**src/rtl/cpu_types_pkg.sv**
```systemverilog
// Shared MIPS pipeline types: datapath words, register numbers, ALU encodings and
// the packed ID/EX register image.
package cpu_types_pkg;

   localparam int unsigned STALL_CNT_W = 16;

   typedef logic [31:0] word_t;
   typedef logic [4:0]  regbits_t;

   typedef enum logic [3:0] {
      ALU_SLL  = 4'b0000,
      ALU_SRL  = 4'b0001,
      ALU_ADD  = 4'b0010,
      ALU_SUB  = 4'b0011,
      ALU_AND  = 4'b0100,
      ALU_OR   = 4'b0101,
      ALU_XOR  = 4'b0110,
      ALU_NOR  = 4'b0111,
      ALU_SLT  = 4'b1010,
      ALU_SLTU = 4'b1011
   } aluop_t;

   typedef struct packed {
      logic     valid;
      logic     regwen;
      logic     memren;
      logic     memwen;
      logic     alusrc;
      aluop_t   aluop;
      regbits_t rs;
      regbits_t rt;
      regbits_t wsel;
      word_t    rdat1;
      word_t    rdat2;
      word_t    imm;
      word_t    pc;
   } idex_t;

   // All-zero image doubles as the bubble: no control, aluop = ALU_SLL.
   localparam idex_t IDEX_BUBBLE = '0;

   // $zero never produces a dependency.
   function automatic logic reg_match(regbits_t a, regbits_t b);
      return (a == b) && (a != '0);
   endfunction

endpackage

```
**src/rtl/id_ex_stage_if.sv**
```systemverilog
// ID/EX stage bus: decoded ID inputs, MEM/WB writer info, and EX-side outputs.
// master drives the ID/MEM/WB side, slave is the stage itself.
interface id_ex_stage_if
   import cpu_types_pkg::*;
();

   logic     enable;
   logic     flush;
   logic     id_valid;
   logic     id_regwen;
   logic     id_memren;
   logic     id_memwen;
   logic     id_alusrc;
   aluop_t   id_aluop;
   regbits_t id_rs;
   regbits_t id_rt;
   regbits_t id_wsel;
   word_t    id_rdat1;
   word_t    id_rdat2;
   word_t    id_imm;
   word_t    id_pc;
   logic     mem_regwen;
   logic     wb_regwen;
   regbits_t mem_wsel;
   regbits_t wb_wsel;
   word_t    mem_result;
   word_t    wb_result;

   logic                   hazard_stall;
   word_t                  ex_portA;
   word_t                  ex_portB;
   aluop_t                 ex_aluop;
   word_t                  ex_storedata;
   logic                   ex_valid;
   logic                   ex_regwen;
   logic                   ex_memren;
   logic                   ex_memwen;
   regbits_t               ex_wsel;
   word_t                  ex_pc;
   logic [STALL_CNT_W-1:0] stall_count;

   modport master (
      output enable, flush, id_valid, id_regwen, id_memren, id_memwen, id_alusrc, id_aluop,
             id_rs, id_rt, id_wsel, id_rdat1, id_rdat2, id_imm, id_pc,
             mem_regwen, wb_regwen, mem_wsel, wb_wsel, mem_result, wb_result,
      input  hazard_stall, ex_portA, ex_portB, ex_aluop, ex_storedata, ex_valid, ex_regwen,
             ex_memren, ex_memwen, ex_wsel, ex_pc, stall_count
   );

   modport slave (
      input  enable, flush, id_valid, id_regwen, id_memren, id_memwen, id_alusrc, id_aluop,
             id_rs, id_rt, id_wsel, id_rdat1, id_rdat2, id_imm, id_pc,
             mem_regwen, wb_regwen, mem_wsel, wb_wsel, mem_result, wb_result,
      output hazard_stall, ex_portA, ex_portB, ex_aluop, ex_storedata, ex_valid, ex_regwen,
             ex_memren, ex_memwen, ex_wsel, ex_pc, stall_count
   );

endinterface

```
**src/rtl/id_ex_stage_forward_unit.sv**
```systemverilog
// Operand bypass for one register number: MEM result beats WB result beats the
// value latched from the register file.
module forward_unit
   import cpu_types_pkg::*;
(
   input  regbits_t rnum,
   input  word_t    rdat,
   input  logic     mem_regwen,
   input  regbits_t mem_wsel,
   input  word_t    mem_result,
   input  logic     wb_regwen,
   input  regbits_t wb_wsel,
   input  word_t    wb_result,
   output word_t    fwd_data
);

   always_comb begin
      fwd_data = rdat;
      if (mem_regwen && reg_match(mem_wsel, rnum)) begin
         fwd_data = mem_result;
      end else if (wb_regwen && reg_match(wb_wsel, rnum)) begin
         fwd_data = wb_result;
      end
   end

endmodule

```
**src/rtl/id_ex_stage.sv**
```systemverilog
// ID/EX pipeline register with bubble insertion, hazard detection and operand bypass.
// Define FORWARD_EN for MEM/WB forwarding; otherwise any RAW on EX/MEM writers stalls.
module id_ex_stage
   import cpu_types_pkg::*;
(
   input logic          CLK,
   input logic          nRST,
   id_ex_stage_if.slave bus
);

   idex_t                  idex_q, idex_d, id_fields;
   logic [STALL_CNT_W-1:0] cnt_q, cnt_d;
   logic                   hazard;
   logic                   load_use;
   logic                   rt_used;
   word_t                  fwd_rs, fwd_rt;

   assign id_fields = '{
      valid:  bus.id_valid,
      regwen: bus.id_regwen,
      memren: bus.id_memren,
      memwen: bus.id_memwen,
      alusrc: bus.id_alusrc,
      aluop:  bus.id_aluop,
      rs:     bus.id_rs,
      rt:     bus.id_rt,
      wsel:   bus.id_wsel,
      rdat1:  bus.id_rdat1,
      rdat2:  bus.id_rdat2,
      imm:    bus.id_imm,
      pc:     bus.id_pc
   };

   // rt is a true source unless it is only the I-type destination; sw reads it.
   assign rt_used  = ~bus.id_alusrc | bus.id_memwen;
   assign load_use = idex_q.valid & idex_q.memren & bus.id_valid &
                     (reg_match(idex_q.wsel, bus.id_rs) |
                      (reg_match(idex_q.wsel, bus.id_rt) & rt_used));

`ifdef FORWARD_EN
   assign hazard = load_use;

   forward_unit u_fwd_rs (
      .rnum       (idex_q.rs),
      .rdat       (idex_q.rdat1),
      .mem_regwen (bus.mem_regwen),
      .mem_wsel   (bus.mem_wsel),
      .mem_result (bus.mem_result),
      .wb_regwen  (bus.wb_regwen),
      .wb_wsel    (bus.wb_wsel),
      .wb_result  (bus.wb_result),
      .fwd_data   (fwd_rs)
   );

   forward_unit u_fwd_rt (
      .rnum       (idex_q.rt),
      .rdat       (idex_q.rdat2),
      .mem_regwen (bus.mem_regwen),
      .mem_wsel   (bus.mem_wsel),
      .mem_result (bus.mem_result),
      .wb_regwen  (bus.wb_regwen),
      .wb_wsel    (bus.wb_wsel),
      .wb_result  (bus.wb_result),
      .fwd_data   (fwd_rt)
   );
`else
   logic raw_ex, raw_mem, unused_fwd;

   assign raw_ex  = idex_q.valid & idex_q.regwen & bus.id_valid &
                    (reg_match(idex_q.wsel, bus.id_rs) |
                     (reg_match(idex_q.wsel, bus.id_rt) & rt_used));
   assign raw_mem = bus.mem_regwen & bus.id_valid &
                    (reg_match(bus.mem_wsel, bus.id_rs) |
                     (reg_match(bus.mem_wsel, bus.id_rt) & rt_used));
   assign hazard  = load_use | raw_ex | raw_mem;

   // WB is covered by register-file write-before-read.
   assign fwd_rs     = idex_q.rdat1;
   assign fwd_rt     = idex_q.rdat2;
   assign unused_fwd = ^{bus.mem_result, bus.wb_result, bus.wb_wsel, bus.wb_regwen};
`endif

   always_comb begin
      idex_d = idex_q;
      cnt_d  = cnt_q;
      if (bus.flush) begin
         idex_d = IDEX_BUBBLE;
      end else if (bus.enable && hazard) begin
         idex_d = IDEX_BUBBLE;
         if (cnt_q != '1) begin
            cnt_d = cnt_q + STALL_CNT_W'(1);
         end
      end else if (bus.enable) begin
         idex_d = id_fields;
      end
   end

   always_ff @(posedge CLK or negedge nRST) begin
      if (!nRST) begin
         idex_q <= IDEX_BUBBLE;
         cnt_q  <= '0;
      end else begin
         idex_q <= idex_d;
         cnt_q  <= cnt_d;
      end
   end

   assign bus.hazard_stall = hazard;
   assign bus.ex_portA     = fwd_rs;
   assign bus.ex_portB     = idex_q.alusrc ? idex_q.imm : fwd_rt;
   assign bus.ex_storedata = fwd_rt;
   assign bus.ex_aluop     = idex_q.aluop;
   assign bus.ex_valid     = idex_q.valid;
   assign bus.ex_regwen    = idex_q.regwen & idex_q.valid;
   assign bus.ex_memren    = idex_q.memren & idex_q.valid;
   assign bus.ex_memwen    = idex_q.memwen & idex_q.valid;
   assign bus.ex_wsel      = idex_q.wsel;
   assign bus.ex_pc        = idex_q.pc;
   assign bus.stall_count  = cnt_q;

endmodule
```
**src/flat_wrapper.sv**
```systemverilog
// flat-port wrapper written by rule: the top's interface ports become plain ports
module id_ex_stage_flat import cpu_types_pkg::*;
  (CLK, nRST, bus_enable, bus_flush, bus_id_valid, bus_id_regwen, bus_id_memren, bus_id_memwen, bus_id_alusrc, bus_id_aluop, bus_id_rs, bus_id_rt, bus_id_wsel, bus_id_rdat1, bus_id_rdat2, bus_id_imm, bus_id_pc, bus_mem_regwen, bus_wb_regwen, bus_mem_wsel, bus_wb_wsel, bus_mem_result, bus_wb_result, bus_hazard_stall, bus_ex_portA, bus_ex_portB, bus_ex_aluop, bus_ex_storedata, bus_ex_valid, bus_ex_regwen, bus_ex_memren, bus_ex_memwen, bus_ex_wsel, bus_ex_pc, bus_stall_count);
  id_ex_stage_if bus_i ();
  input logic CLK;
  input logic nRST;
  input wire logic [$bits(bus_i.enable)-1:0] bus_enable;
  input wire logic [$bits(bus_i.flush)-1:0] bus_flush;
  input wire logic [$bits(bus_i.id_valid)-1:0] bus_id_valid;
  input wire logic [$bits(bus_i.id_regwen)-1:0] bus_id_regwen;
  input wire logic [$bits(bus_i.id_memren)-1:0] bus_id_memren;
  input wire logic [$bits(bus_i.id_memwen)-1:0] bus_id_memwen;
  input wire logic [$bits(bus_i.id_alusrc)-1:0] bus_id_alusrc;
  input wire logic [$bits(bus_i.id_aluop)-1:0] bus_id_aluop;
  input wire logic [$bits(bus_i.id_rs)-1:0] bus_id_rs;
  input wire logic [$bits(bus_i.id_rt)-1:0] bus_id_rt;
  input wire logic [$bits(bus_i.id_wsel)-1:0] bus_id_wsel;
  input wire logic [$bits(bus_i.id_rdat1)-1:0] bus_id_rdat1;
  input wire logic [$bits(bus_i.id_rdat2)-1:0] bus_id_rdat2;
  input wire logic [$bits(bus_i.id_imm)-1:0] bus_id_imm;
  input wire logic [$bits(bus_i.id_pc)-1:0] bus_id_pc;
  input wire logic [$bits(bus_i.mem_regwen)-1:0] bus_mem_regwen;
  input wire logic [$bits(bus_i.wb_regwen)-1:0] bus_wb_regwen;
  input wire logic [$bits(bus_i.mem_wsel)-1:0] bus_mem_wsel;
  input wire logic [$bits(bus_i.wb_wsel)-1:0] bus_wb_wsel;
  input wire logic [$bits(bus_i.mem_result)-1:0] bus_mem_result;
  input wire logic [$bits(bus_i.wb_result)-1:0] bus_wb_result;
  output wire logic [$bits(bus_i.hazard_stall)-1:0] bus_hazard_stall;
  output wire logic [$bits(bus_i.ex_portA)-1:0] bus_ex_portA;
  output wire logic [$bits(bus_i.ex_portB)-1:0] bus_ex_portB;
  output wire logic [$bits(bus_i.ex_aluop)-1:0] bus_ex_aluop;
  output wire logic [$bits(bus_i.ex_storedata)-1:0] bus_ex_storedata;
  output wire logic [$bits(bus_i.ex_valid)-1:0] bus_ex_valid;
  output wire logic [$bits(bus_i.ex_regwen)-1:0] bus_ex_regwen;
  output wire logic [$bits(bus_i.ex_memren)-1:0] bus_ex_memren;
  output wire logic [$bits(bus_i.ex_memwen)-1:0] bus_ex_memwen;
  output wire logic [$bits(bus_i.ex_wsel)-1:0] bus_ex_wsel;
  output wire logic [$bits(bus_i.ex_pc)-1:0] bus_ex_pc;
  output wire logic [$bits(bus_i.stall_count)-1:0] bus_stall_count;
  assign bus_i.enable = bus_enable;
  assign bus_i.flush = bus_flush;
  assign bus_i.id_valid = bus_id_valid;
  assign bus_i.id_regwen = bus_id_regwen;
  assign bus_i.id_memren = bus_id_memren;
  assign bus_i.id_memwen = bus_id_memwen;
  assign bus_i.id_alusrc = bus_id_alusrc;
  assign bus_i.id_aluop = bus_id_aluop;
  assign bus_i.id_rs = bus_id_rs;
  assign bus_i.id_rt = bus_id_rt;
  assign bus_i.id_wsel = bus_id_wsel;
  assign bus_i.id_rdat1 = bus_id_rdat1;
  assign bus_i.id_rdat2 = bus_id_rdat2;
  assign bus_i.id_imm = bus_id_imm;
  assign bus_i.id_pc = bus_id_pc;
  assign bus_i.mem_regwen = bus_mem_regwen;
  assign bus_i.wb_regwen = bus_wb_regwen;
  assign bus_i.mem_wsel = bus_mem_wsel;
  assign bus_i.wb_wsel = bus_wb_wsel;
  assign bus_i.mem_result = bus_mem_result;
  assign bus_i.wb_result = bus_wb_result;
  assign bus_hazard_stall = bus_i.hazard_stall;
  assign bus_ex_portA = bus_i.ex_portA;
  assign bus_ex_portB = bus_i.ex_portB;
  assign bus_ex_aluop = bus_i.ex_aluop;
  assign bus_ex_storedata = bus_i.ex_storedata;
  assign bus_ex_valid = bus_i.ex_valid;
  assign bus_ex_regwen = bus_i.ex_regwen;
  assign bus_ex_memren = bus_i.ex_memren;
  assign bus_ex_memwen = bus_i.ex_memwen;
  assign bus_ex_wsel = bus_i.ex_wsel;
  assign bus_ex_pc = bus_i.ex_pc;
  assign bus_stall_count = bus_i.stall_count;
  id_ex_stage u_core (.CLK(CLK), .nRST(nRST), .bus(bus_i));
endmodule
```
**config.mk**
```make
export PLATFORM = sky130hd
export DESIGN_NAME = id_ex_stage_flat
export DESIGN_NICKNAME = d
export VERILOG_FILES = /design/src/rtl/cpu_types_pkg.sv /design/src/rtl/id_ex_stage_if.sv /design/src/rtl/id_ex_stage_forward_unit.sv /design/src/rtl/id_ex_stage.sv /design/src/flat_wrapper.sv
export SDC_FILE = /design/constraint.sdc
export NUM_CORES = 1
export LEC_CHECK = 0
export ABC_AREA = 1
export BUFFER_PORTS_ARGS = -buffer_cell sky130_fd_sc_hd__buf_2
export CAP_MARGIN = 20
export CORE_UTILIZATION = 33
export CTS_BUF_LIST = sky130_fd_sc_hd__clkbuf_8
export DETAILED_ROUTE_END_ITERATION = 12
export PLACE_DENSITY = 0.57
export SYNTH_ARGS = -nofsm -noshare
export SYNTH_HDL_FRONTEND = slang
export SYNTH_HIERARCHICAL = 1
export SYNTH_SLANG_ARGS = --single-unit
```
**constraint.sdc**
```tcl
create_clock -name CLK -period 4.3 [get_ports CLK]
set_clock_uncertainty 0.15 [all_clocks]
set_input_delay 0.86 -clock CLK [delete_from_list [all_inputs] [get_ports CLK]]
set_output_delay 0.86 -clock CLK [all_outputs]
set_load 0.005 [all_outputs]
```
==> metrics <==
final hold vios=0; Port Buffers=approximately 320; ys flop type=dfrtp_1; Setup WS pre-CTS=1.36 ns; Worst VDD drop=0.000173 V; setup bufs post-CTS=0; pin count of the biggest net entering global routing=93; Total GRT Usage=about 18%; H-tree Lvls=4; EDFF count, synth=0; post-route insts no fill=about 1.6k; first-pass GRT wire length=about 37000 um; met1 usage=between 20% and 30%; Crit Path Class=in2out; CTS tree=done; unique cell type count in the Yosys netlist=25; crit path max fanout=6; Hold Path Class=in2async; share of the yosys chip area belonging to registers=a little under half; critical path capture point type=output pin; post-route minimum period=2.79 ns; Netlist Area Pre-Place=around 8300 um2; Rows=57; hold_buf cts=0; total grt overflow=0; Pwr Density=between 300 and 400 nW/um2; warning count from the yosys run=6; worst endpoint data arrival time=approximately 1.8 ns; vias in the first global route=approximately 7.1k; most frequent cells after synthesis=nand2_1, inv_1, dfrtp_1, o22ai_1, buf_4; M2 GR Usage=29.9%; post-layout instance area=around 10000 um2; Root Buffer=clkbuf_8; GRT busiest layer=met2; CORE AREA=~25000 um2; switching part of the total power=a little under a third; P_leak=between 5 and 6 nW; clk slew on worst S/H paths=0.10 ns; DRC=0; clk sinks=roughly 160; DP Area=9320 um2; Post-synth ARST share=100%; Max Cap Viol=0; Synth area leader=dfrtp_1; Max Slew Vio Count=0; Wirelength per Cell=about 15 um; Int Pwr=approximately 0.0022 W; Syn-to-layout area delta=16.8%; Routed Antenna Nets=0; die extent in y=between 150 and 200 um; Slew @ Worst Pin=around 0.96 ns; placer congestion estimate=approximately 0.86; cell count after placement=1516; Comb pwr share=14.2%; initial core utilization=approximately a third; die area=about 26000 um2; Reg power frac=51.2%; Max Buffers Root-to-Sink=2; initial antenna violation count=1; unrepaired setup endpoints after global routing=false; TritonRoute pass-1 iters=4; share of the synthesized area in the top cell type=a little under half; met3 usage=4.05%; total CTS buffers=17; Setup Viol. Count Final=0; Slew headroom=between 30% and 40%; post-route setup slack=1.51 ns; clock share of power=34.6%; Area contributors post-synth=dfrtp_1, nand2_1, o22ai_1; Die X=around 160 um; share of cells above drive strength 1=30.4%; Final Cycle Share=around two thirds; HPWL Detailed=between 15000 and 20000 um; Net Sw Power=~0.00095 W; CP required=between 3 and 4 ns; routed vias/inst=4.54; worst skew pair latency=0.45 ns; Setup TNS Final=0 ns; Resize count post-CTS=0; nets@finish=between 1k and 1.5k; Max Clk Rate=between 300 and 400 MHz; crit start category=input port; syn_nets=roughly 1.3k; drt total wl=about 23000 um; outcome=finished clean; Synth Area per Inst=8.10 um2; most frequent cell after synthesis=nand2_1; Post-Synthesis Cells=approximately 1.0k; drt initial violations=454; flops & latches, synth=158; DR vias=7039; IO Count=a little under 400
==> path summary, 6_finish.rpt <==
| kind | cells after the start | slack [ns] | to | from |
|---|---|---|---|---|
| worst max-delay path | 10 | 1.51 | bus_hazard_stall | bus_mem_wsel[3] |
| min in group CLK | 2 | 0.39 | u_core/bus.ex_portA[0]$_DFFE_PN0P_ | u_core/bus.ex_portA[0]$_DFFE_PN0P_ |
| worst max register to register | 10 | 1.89 | u_core/idex_q[43]$_DFFE_PN0P_ | u_core/bus.ex_wsel[3]$_DFFE_PN0P_ |
| worst min-delay path | 1 | 0.33 | u_core/bus.stall_count[9]$_DFFE_PN0P_ | nRST |
| worst min register to register | 2 | 0.39 | u_core/bus.ex_portA[0]$_DFFE_PN0P_ | u_core/bus.ex_portA[0]$_DFFE_PN0P_ |
| max in group asynchronous | 2 | 2.82 | u_core/bus.ex_pc[22]$_DFFE_PN0P_ | nRST |
==> sequential cells by signal (all words and copies together) (netlist names) <==
signal / cells
u_core/idex_q: 36
u_core/bus.ex_valid: 1
u_core/bus.stall_count: 16
u_core/bus.ex_pc: 32
u_core/bus.ex_aluop: 4
u_core/bus.ex_storedata: 32
u_core/bus.ex_wsel: 5
u_core/bus.ex_portA: 32
==> logic make-up after synthesis <==
group / Yosys count / share of synthesized area [%]
compound gates: 175 / 12.7
fa+ha+maj: 1 / 0.150
simple gates: 342 / 16.7
xor+xnor: 17 / 1.79
buf+inv: 334 / 21.2
flops: 158 / 47.5
==> cell usage in the layout (no fill, tap or decap), drive strengths merged <==
| cell | netlist | routed |
|---|---|---|
| buf | 135 | 330 |
| clkbuf | 29 | 18 |
| clkinv | 0 | 4 |
| clkinvlp | 0 | 2 |
| dfrtp | 158 | 158 |
| diode | 0 | 1 |
| ha | 1 | 1 |
| inv | 170 | 178 |
| nand2 | 280 | 280 |
| nand3 | 13 | 13 |
| nand4 | 18 | 18 |
| nor2 | 23 | 23 |
| nor3 | 7 | 7 |
| o21ai | 33 | 33 |
| o22ai | 142 | 142 |
| or2 | 1 | 1 |
| xnor2 | 9 | 9 |
| xor2 | 8 | 8 |
==> power groups by stage <==
| stage | sequential, W | combinational, W | clock [W] |
|---|---|---|---|
| 2_1_floorplan | 0.00163 | 0.000290 | 0 |
| 3_3_place_gp | 0.00165 | 0.000441 | 0 |
| 3_5_place_dp | 0.00165 | 0.000445 | 0 |
| 4_1_cts | 0.00162 | 0.000446 | 0.00114 |
| 5_1_grt | 0.00163 | 0.000511 | 0.00120 |
| 6_report | 0.00161 | 0.000448 | 0.00109 |
==> layout make-up <==
| class | count | area (um2) |
|---|---|---|
| clock buffers | 18 | 248 |
| flip-flops and latches | 158 | 3960 |
| fillers | 2611 | 14800 |
| clock inverters | 14 | 125 |
| multi-input cells | 535 | 2620 |
| repair buffers | 330 | 1720 |
| well taps | 324 | 405 |
| inverters | 170 | 638 |
| diodes | 1 | 2.50 |
==> worst max-delay path: stages <==
cell     delay [ns]
buf_2          0.12
inv_1          0.05
nand2_1        0.05
nand2_1        0.05
nor2_1         0.13
nand3_1        0.09
nand2_1        0.06
nand2_1        0.08
nand2_4        0.12
buf_2          0.16
==> through the flow <==
stage | util, % | power [W] | hold WS (ns)
CTS | 39.5 | 0.00321 | 0.361
global placement | 38.0 | 0.00209 | 0.360
global route | 39.6 | 0.00334 | 0.374
floorplan | - | 0.00192 | 0.354
finish | 39.6 | 0.00315 | 0.333
detailed placement | 38.0 | 0.00210 | 0.376
==> metal layers <==
layer  part of all wire [%]  vias to the layer above
met4                    1.5                        0
li1                       -                     3534
met3                    5.6                       15
met5                      0                        -
met2                     48                      208
met1                     45                     3282
(Power assumes the default switching activity.)
